--- src/rtl/dmem_arbiter.sv ---
// dmem_arbiter: shares the data-memory port between the mips core and one external requester
// Ports:
//   clk, reset (sync, active-low), enable_in (global run enable)
//   cpu_enable / cpu_mem_* : core side; the core is stalled while the external side owns the port
//   ext_req/ext_wr/ext_addr/ext_wdata -> ext_gnt, ext_rdata, ext_rvalid : external requester
//   mem_wr/mem_addr/mem_writedata/mem_readdata : data memory port
//   arb_state : 00 CPU, 01 EXT, 10 YIELD
module dmem_arbiter #(
    parameter int Abits     = 32,
    parameter int Dbits     = 32,
    parameter int MAX_BURST = 8
) (
    input  logic             clk,
    input  logic             reset,
    input  logic             enable_in,
    output logic             cpu_enable,
    input  logic             cpu_mem_wr,
    input  logic [Abits-1:0] cpu_mem_addr,
    input  logic [Dbits-1:0] cpu_mem_writedata,
    output logic [Dbits-1:0] cpu_mem_readdata,
    input  logic             ext_req,
    input  logic             ext_wr,
    input  logic [Abits-1:0] ext_addr,
    input  logic [Dbits-1:0] ext_wdata,
    output logic             ext_gnt,
    output logic [Dbits-1:0] ext_rdata,
    output logic             ext_rvalid,
    output logic             mem_wr,
    output logic [Abits-1:0] mem_addr,
    output logic [Dbits-1:0] mem_writedata,
    input  logic [Dbits-1:0] mem_readdata,
    output logic [1:0]       arb_state
);
    typedef enum logic [1:0] {CPU = 2'b00, EXT = 2'b01, YIELD = 2'b10} state_t;
    state_t     state, state_next;
    logic [7:0] cnt, cnt_next;
    logic       xfer, last;
    assign ext_gnt          = state == EXT;
    assign xfer             = ext_req & ext_gnt;
    assign last             = cnt == 8'(MAX_BURST - 1);
    assign arb_state        = state;
    assign cpu_mem_readdata = mem_readdata;
    assign mem_addr         = ext_gnt ? ext_addr : cpu_mem_addr;
    assign mem_writedata    = ext_gnt ? ext_wdata : cpu_mem_writedata;
    // reset low overrides both strobes so nothing is written while held in reset
    assign mem_wr           = reset & (ext_gnt ? ext_wr & ext_req : cpu_mem_wr & enable_in);
    assign cpu_enable       = reset & ~ext_gnt & enable_in;
    always_comb begin
        state_next = CPU;
        // counter only advances across consecutive transfers inside one grant; every other path restarts it
        cnt_next   = (xfer && !last) ? cnt + 8'd1 : 8'd0;
        case (state)
            CPU:     state_next = ext_req ? EXT : CPU;
            EXT:     state_next = !ext_req ? CPU : (last ? YIELD : EXT);
            YIELD:   state_next = ext_req ? EXT : CPU;
            default: state_next = CPU;
        endcase
    end
    always_ff @(posedge clk) begin
        if (!reset) begin
            state      <= CPU;
            cnt        <= 8'd0;
            ext_rdata  <= '0;
            ext_rvalid <= 1'b0;
        end else begin
            state      <= state_next;
            cnt        <= cnt_next;
            ext_rvalid <= xfer & ~ext_wr;
            if (xfer && !ext_wr) ext_rdata <= mem_readdata;
        end
    end
endmodule

--- config.mk ---
export PLATFORM = sky130hd
export DESIGN_NAME = dmem_arbiter
export DESIGN_NICKNAME = d
export VERILOG_FILES = /design/src/rtl/dmem_arbiter.sv
export SDC_FILE = /design/constraint.sdc
export NUM_CORES = 1
export LEC_CHECK = 0
export ABC_CLOCK_PERIOD_IN_PS = 3300
export CORE_AREA = 2 2 117 119
export DETAILED_ROUTE_END_ITERATION = 6
export DIE_AREA = 0 0 119 121
export GPL_TIMING_DRIVEN = 0
export PLACE_DENSITY = 0.66
export SYNTH_ARGS = -nofsm -noshare
export SYNTH_HDL_FRONTEND = slang
export SYNTH_SLANG_ARGS = --single-unit
export TNS_END_PERCENT = 100
--- constraint.sdc ---
create_clock -name clk -period 3.3 [get_ports clk]
set_clock_uncertainty 0.15 [all_clocks]
set_input_delay 0.33 -clock clk [delete_from_list [all_inputs] [get_ports clk]]
set_output_delay 0.33 -clock clk [all_outputs]
set_load 0.01 [all_outputs]
==> flow_summary.rst, run 1 <==
.. list-table::
   :header-rows: 1

   * - Metric
     - Value
   * - Measured slew at the worst slew-check pin
     - 0.492 ns
   * - Worst setup slack before clock tree synthesis
     - 0.474 ns
   * - Clock tree sinks
     - 43
   * - Finished Layout Cells
     - 781
   * - Root cell of the clock tree
     - sky130_fd_sc_hd__clkbuf_16
   * - Count of endpoints failing setup in the final report
     - 0
   * - Top area cells in the synthesized netlist
     - sky130_fd_sc_hd__dfxtp_1 32%, sky130_fd_sc_hd__mux2_1 27%, sky130_fd_sc_hd__nand2_1 9.4%
   * - Post-DR wirelength/cell
     - 18.8 um
   * - Placed Cells incl. Taps
     - 773
   * - Clock insertion delay at the later pin of the skew report
     - 0.27 ns
   * - Post-CTS resize count
     - 0
   * - Max-capacitance violation count
     - 0
   * - Maximum resistive drop on vdd
     - 191 uV
   * - Top achievable clock speed
     - 0.363 GHz
   * - Remaining design rule violation count
     - 0
   * - Drt via density
     - 4.17
   * - Final hold violation count
     - 0
   * - Gr ovfl total
     - 0
   * - Layout Nets
     - 771
   * - Worst path required time
     - 2.82 ns
   * - Total negative slack for setup checks
     - 0 ns
   * - Total setup buffers inserted after CTS
     - 0
   * - Worst path most repeated cell
     - sky130_fd_sc_hd__clkdlybuf4s50_1
   * - Part of the Yosys area used for sequential elements
     - 31.8%
   * - Placeable core region
     - 0.0131 mm2
   * - Post-DRT Antenna Nets
     - 0
   * - Area growth from synthesis to layout
     - 125%
   * - Clock tree from TritonCTS
     - built
   * - Longest individual stage delay on the worst path
     - 0.71 ns
   * - Largest net degree at the start of global routing
     - 13
   * - Most used cells in the layout excluding fill and tap cells
     - 299 x sky130_fd_sc_hd__clkdlybuf4s50_1, 68 x sky130_fd_sc_hd__nand2_1, 64 x sky130_fd_sc_hd__mux2_1, 43 x sky130_fd_sc_hd__dfxtp_1, 33 x sky130_fd_sc_hd__a21boi_1
   * - Clock period minus final worst setup slack
     - 2.75 ns
   * - CTS H-tree lvls
     - 2
   * - Detailed Route WL
     - 14700 um
   * - Kind of end point of the critical path
     - output pin
   * - Final Slew Violations
     - 0
   * - Synthesized area
     - 0.00270 mm2
   * - Commonest non-fill, non-tap cell in the layout
     - sky130_fd_sc_hd__clkdlybuf4s50_1
   * - Critical-path maximum fanout
     - 10
   * - Buffers & Inverters on Critical Path
     - 3
   * - Global-route wire length before repair
     - 21000 um
   * - Arrival time of the worst setup path
     - 2.27 ns
   * - Non-Filler Cell Area, Final
     - 0.00608 mm2
   * - Combined global-route utilization of all metal layers
     - 19.8%
   * - Worst path cell trace
     - clkdlybuf4s50_1 > clkbuf_1 > a21boi_1 > clkdlybuf4s50_1
   * - Share of the clock period used by the worst path after layout
     - 83.4%
   * - RSZ-0062 raised after global routing
     - no
   * - Detailed Routing Iterations Pass 1
     - 4
   * - Num CTS Buffers
     - 5
   * - Number of rows in the core area
     - 42
   * - Remaining max-slew budget at the tightest pin
     - 67.2%
   * - Maximum buffer depth of the clock tree
     - 2
   * - Number of global-route vias before repair
     - 3400
   * - Dominant delay contributor by cell family on the critical path
     - buffers and inverters
   * - Final HPWL from detailed placement
     - 13100 um
   * - Initial antenna violation count
     - 3
   * - Run status
     - finished clean
   * - Post-Synthesis Cells
     - 298
   * - Class of the most critical hold timing path
     - reg2reg
   * - LEAKAGE
     - 2.25 nW
   * - Die footprint
     - 0.0144 mm2
   * - Power per standard cell area
     - 276 mW/mm2
   * - Overall power consumption
     - 1.68 mW
   * - Count of hold buffers inserted by post-cts repair
     - 0
   * - Register bit total from synthesis
     - 43
   * - Number of fill cells in the layout
     - 1250
   * - Library cell occupying the most area in the post-synthesis netlist
     - sky130_fd_sc_hd__dfxtp_1
   * - Total vias in the final route
     - 3256
   * - Number of buffers inserted by port buffering
     - 299
   * - Synthesized Nets
     - 465
   * - Placed cell areas
     - 0.00592 mm2
   * - Yosys top cell area share
     - 31.8%
   * - Initial standard-cell utilization of the core
     - 20.7%
   * - Fin Hold WS
     - 0.303 ns
   * - Critical path start-end classification
     - in2out
   * - Count of pins on the block boundary
     - 300
   * - Die Span X
     - 119 um
   * - Critical path's slowest cell
     - sky130_fd_sc_hd__clkdlybuf4s50_1
   * - Die height
     - 121 um
   * - Min setup slack post-route
     - 0.547 ns
   * - Iteration-0 DRC Markers
     - 81
   * - Clock slew seen by the registers of the worst setup and hold paths
     - 0.05 ns
   * - Mean area per synthesized cell
     - 9.07 um2
   * - Final design utilization
     - 46.5%
   * - Final weighted congestion in routability-driven placement
     - 0.965
   * - Yosys warning total
     - 0
   * - Critical Path Start Type
     - primary input
   * - Synth cell types
     - 29
   * - Fraction of final layout cells sized beyond drive strength 1
     - 9.60%
logic make-up (layout without fill, tap and decap cells):
kind of cell / Yosys count / after routing / synth area share (%)
mux: 64 / 64 / 26.7
fa+ha+maj: 1 / 1 / 0.463
flops: 43 / 43 / 31.8
simple gates: 93 / 93 / 15.4
other cells: 0 / 1 / 0
buf+inv: 52 / 358 / 13.0
compound gates: 42 / 42 / 11.7
xor+xnor: 3 / 3 / 0.972
state kept, by name (all words and copies together), names as in the netlist:
| signal | flops |
|---|---|
| ext_rvalid | 1 |
| ext_rdata | 32 |
| arb_state | 2 |
| cnt | 8 |
synthesized netlist by cell type:
master and n:
sky130_fd_sc_hd__a21oi_1 2, sky130_fd_sc_hd__nand4bb_1 1, sky130_fd_sc_hd__and4bb_1 1, sky130_fd_sc_hd__nand3_1 4, sky130_fd_sc_hd__nand4b_1 1, sky130_fd_sc_hd__nand4_1 1
sky130_fd_sc_hd__mux2_1 64, sky130_fd_sc_hd__buf_4 32, sky130_fd_sc_hd__nand3b_1 2, sky130_fd_sc_hd__or4_4 1, sky130_fd_sc_hd__nor2b_1 1, sky130_fd_sc_hd__inv_1 1
sky130_fd_sc_hd__xnor2_1 1, sky130_fd_sc_hd__or4_1 1, sky130_fd_sc_hd__a21oi_2 2, sky130_fd_sc_hd__o21ai_0 3, sky130_fd_sc_hd__or3_1 4, sky130_fd_sc_hd__o21bai_1 1
sky130_fd_sc_hd__nor2_1 5, sky130_fd_sc_hd__o21bai_4 1, sky130_fd_sc_hd__clkbuf_1 6, sky130_fd_sc_hd__nor2_2 3, sky130_fd_sc_hd__a21boi_1 33, sky130_fd_sc_hd__xor2_1 2
sky130_fd_sc_hd__nand2_1 68, sky130_fd_sc_hd__buf_2 10, sky130_fd_sc_hd__buf_6 3, sky130_fd_sc_hd__dfxtp_1 43, sky130_fd_sc_hd__ha_1 1
power breakdown:
group	internal, mW	switching (mW)	leakage [nW]
sequential	0.529	0.00543	0.348
clock	0.353	0.180	0.0769
combinational	0.403	0.208	1.83
total	1.28	0.393	2.25
path summary, 6_finish.rpt:
check	slack (ns)	start	depth (start not counted)	end
worst max-delay path	0.55	reset	4	mem_wr
worst min-delay path	0.30	ext_rdata[25]$_SDFFE_PN0P_	2	ext_rdata[25]$_SDFFE_PN0P_
worst max register to register	1.63	arb_state[1]$_SDFF_PN0_	5	ext_rdata[28]$_SDFFE_PN0P_
worst min register to register	0.30	ext_rdata[25]$_SDFFE_PN0P_	2	ext_rdata[25]$_SDFFE_PN0P_
layout make-up:
type                       instances  area (um2)  area share, %
antenna                            1        2.50         0.0412
buffer                            51         347           5.70
clock buffer                       6         129           2.12
clock inverter                     1        30.0          0.494
inverter                           1        3.75         0.0618
multi-input combinational        203        1490           24.6
sequential                        43         861           14.2
tap                              176         220           3.62
timing repair buffer             299        2990           49.2
metal layers:
metal / vias up / global-route usage, % / wire length, um
met5: - / 0 / 13
met4: 2 / 4.39 / 295
met3: 18 / 7.19 / 1170
met2: 152 / 34.0 / 6930
met1: 1489 / 23.8 / 6270
li1: 1595 / - / -
worst register-to-register path: cells and delay by family, from the launching register on:
family / cells / cell delay, ns
compound gates: 1 / 0.15
flops: 1 / 0.39
buf+inv: 2 / 0.64
simple gates: 2 / 0.27
Note: power is estimated with default switching activity, not from simulation.
==> run 2: changes to the inputs <==
- ABC_CLOCK_PERIOD_IN_PS: 3300 -> 2500
- PLACE_DENSITY: 0.66 -> 0.68
- clock period: 3.3 -> 2.5 ns (I/O delays scaled with it)
==> run 2 against run 1 <==
Clock power up 20%. Design area is essentially flat. Critical endpoint is now mem_writedata[12]. Highest routed layer is now met4. Sequential power grew 32%. Largest cell class unchanged. Die area unchanged. First-iteration DRC count is 17% lower. Total power up 26%.
==> flow_summary.rst, run 2 (same netlist as run 1, synthesis figures left out) <==
.. list-table::
   :header-rows: 1

   * - Metric
     - Value
   * - Run status
     - finished clean
   * - Largest net degree at the start of global routing
     - 13 (unchanged)
   * - Total setup buffers inserted after CTS
     - 0 (unchanged)
   * - Worst path required time
     - 2.10 ns (-0.72 ns)
   * - Number of buffers inserted by port buffering
     - 299 (unchanged)
   * - Remaining design rule violation count
     - 0 (unchanged)
   * - Final weighted congestion in routability-driven placement
     - 0.885 (-8.3%)
   * - Kind of end point of the critical path
     - output pin
   * - Root cell of the clock tree
     - sky130_fd_sc_hd__clkbuf_16
   * - Critical path's slowest cell
     - sky130_fd_sc_hd__clkdlybuf4s50_1
   * - Detailed Route WL
     - 13100 um (-11%)
   * - Measured slew at the worst slew-check pin
     - 0.481 ns (-0.0105 ns)
   * - Layout Nets
     - 771 (unchanged)
   * - Num CTS Buffers
     - 5 (unchanged)
   * - Die footprint
     - 0.0144 mm2 (unchanged)
   * - Final hold violation count
     - 0 (unchanged)
   * - Initial antenna violation count
     - 0 (-3)
   * - Critical path start-end classification
     - reg2out
   * - Area growth from synthesis to layout
     - 125% (about the same)
   * - Worst path most repeated cell
     - sky130_fd_sc_hd__buf_4
   * - CTS H-tree lvls
     - 2 (unchanged)
   * - Detailed Routing Iterations Pass 1
     - 4 (unchanged)
   * - Post-CTS resize count
     - 27 (+27)
   * - Die Span X
     - 119 um (unchanged)
   * - Placed cell areas
     - 0.00592 mm2 (unchanged)
   * - Worst path cell trace
     - nor2b_1 > buf_4 > buf_4 > mux2_1 > clkdlybuf4s50_1
   * - LEAKAGE
     - 2.39 nW (+6.1%)
   * - Die height
     - 121 um (unchanged)
   * - Class of the most critical hold timing path
     - reg2reg
   * - Non-Filler Cell Area, Final
     - 0.00608 mm2 (about the same)
   * - Top achievable clock speed
     - 0.414 GHz
   * - Final HPWL from detailed placement
     - 11600 um (-11%)
   * - Combined global-route utilization of all metal layers
     - 17.8% (-2.0 points)
   * - RSZ-0062 raised after global routing
     - yes
   * - Longest individual stage delay on the worst path
     - 0.52 ns (-0.19 ns)
   * - Antenna fix cells
     - 0 (-1)
   * - Clock tree from TritonCTS
     - built
   * - Power per standard cell area
     - 348 mW/mm2 (+26%)
   * - Gr ovfl total
     - 0 (unchanged)
   * - Number of rows in the core area
     - 42 (unchanged)
   * - Fin Hold WS
     - 0.301 ns (-0.00193 ns)
   * - Maximum buffer depth of the clock tree
     - 2 (unchanged)
   * - Global-route wire length before repair
     - 19400 um (-7.9%)
   * - Iteration-0 DRC Markers
     - 67 (-17%)
   * - Post-DRT Antenna Nets
     - 0 (unchanged)
   * - Critical Path Start Type
     - flop
   * - Count of hold buffers inserted by post-cts repair
     - 0 (unchanged)
   * - Arrival time of the worst setup path
     - 2.01 ns (-0.26 ns)
   * - Placeable core region
     - 0.0131 mm2 (unchanged)
   * - Remaining max-slew budget at the tightest pin
     - 67.9% (+0.70 points)
   * - Count of pins on the block boundary
     - 300 (unchanged)
   * - Clock tree sinks
     - 43 (unchanged)
   * - Number of global-route vias before repair
     - 3429 (+0.85%)
   * - Maximum resistive drop on vdd
     - 238 uV (+25%)
   * - Initial standard-cell utilization of the core
     - 20.7% (unchanged)
   * - Fraction of final layout cells sized beyond drive strength 1
     - 10.1% (+0.50 points)
   * - Clock slew seen by the registers of the worst setup and hold paths
     - 0.06 ns (about the same)
   * - Critical-path maximum fanout
     - 10 (unchanged)
   * - Commonest non-fill, non-tap cell in the layout
     - sky130_fd_sc_hd__clkdlybuf4s50_1
   * - Drt via density
     - 4.16 (-0.15%)
   * - Largest Register
     - ext_rdata
   * - Max FFs per register
     - 32 (unchanged)
   * - Clock period minus final worst setup slack
     - 2.41 ns
   * - Total vias in the final route
     - 3247 (-0.28%)
   * - Most used cells in the layout excluding fill and tap cells
     - 267 x sky130_fd_sc_hd__clkdlybuf4s50_1, 68 x sky130_fd_sc_hd__nand2_1, 64 x sky130_fd_sc_hd__mux2_1, 42 x sky130_fd_sc_hd__dfxtp_1, 37 x sky130_fd_sc_hd__buf_4
   * - Final Slew Violations
     - 0 (unchanged)
   * - Clock insertion delay at the later pin of the skew report
     - 0.28 ns (about the same)
   * - Max-capacitance violation count
     - 0 (unchanged)
   * - Share of the clock period used by the worst path after layout
     - 96.6%
   * - Post-DR wirelength/cell
     - 16.8 um (-11%)
   * - Count of endpoints failing setup in the final report
     - 0 (unchanged)
==> run 2: cell count changes in the layout (fill, tap and decap cells not counted), moves of 2 or more <==
cell	delta
sky130_fd_sc_hd__clkdlybuf4s50_1	-32
sky130_fd_sc_hd__buf_2	-5
sky130_fd_sc_hd__clkbuf_1	-2
sky130_fd_sc_hd__dlymetal6s2s_1	+11
sky130_fd_sc_hd__dlygate4sd2_1	+21
sky130_fd_sc_hd__buf_4	+5
==> run 2: report_power, final <==
part	switching (mW)	internal, mW
clock	0.248	0.390
sequential	0.00728	0.698
combinational	0.260	0.512
total	0.515	1.60
==> run 2: cell type report <==
type                            count  area (um2)
Buffer                             51         360
Clock buffer                        6         139
Clock inverter                      1        5.00
Fill cell                        1264        7010
Inverter                            1        3.75
Multi-Input combinational cell    203        1490
Sequential cell                    43         862
Tap cell                          176         220
Timing Repair Buffer              299        2990
==> run 2: metrics by stage <==
stage                     power [mW]  util (%)  TNS (ns)  worst slack, ns  cells
after global routing            2.22      46.4    -0.137          -0.0237    780
after floorplan                0.958         -         0            0.775    298
after detailed placement        1.52      45.2    -0.124          -0.0756    773
final                           2.12      46.4         0           0.0857    780
after global placement          1.52      45.2   -0.0623          -0.0352    773
after CTS                       2.15      46.2         0          0.00125    780
==> run 2: worst paths after layout <==
check,from,to,slack (ns),cells after the start
worst min register to register,ext_rdata[12]$_SDFFE_PN0P_,ext_rdata[12]$_SDFFE_PN0P_,0.30,2
worst min-delay path,ext_rdata[12]$_SDFFE_PN0P_,ext_rdata[12]$_SDFFE_PN0P_,0.30,2
worst max register to register,arb_state[1]$_SDFF_PN0_,ext_rdata[24]$_SDFFE_PN0P_,0.89,5
worst max-delay path,arb_state[0]$_SDFF_PN0_,mem_writedata[12],0.09,5
==> run 2: worst max-delay path: cells and delay by family (launching register included) <==
| family | cells | cell delay [ns] |
|---|---|---|
| buffers and inverters | 3 | 0.88 |
| DFF | 1 | 0.38 |
| muxes | 1 | 0.33 |
| and+or+nand+nor | 1 | 0.15 |
==> run 2: routing by layer <==
layer | track usage (%) | vias to the layer above | part of all wire (%)
met1 | 20.5 | 1507 | 40
met3 | 4.89 | 8 | 6.9
li1 | - | 1590 | -
met2 | 33.6 | 142 | 52
met5 | 0 | - | 0
met4 | 2.16 | 0 | 0.80
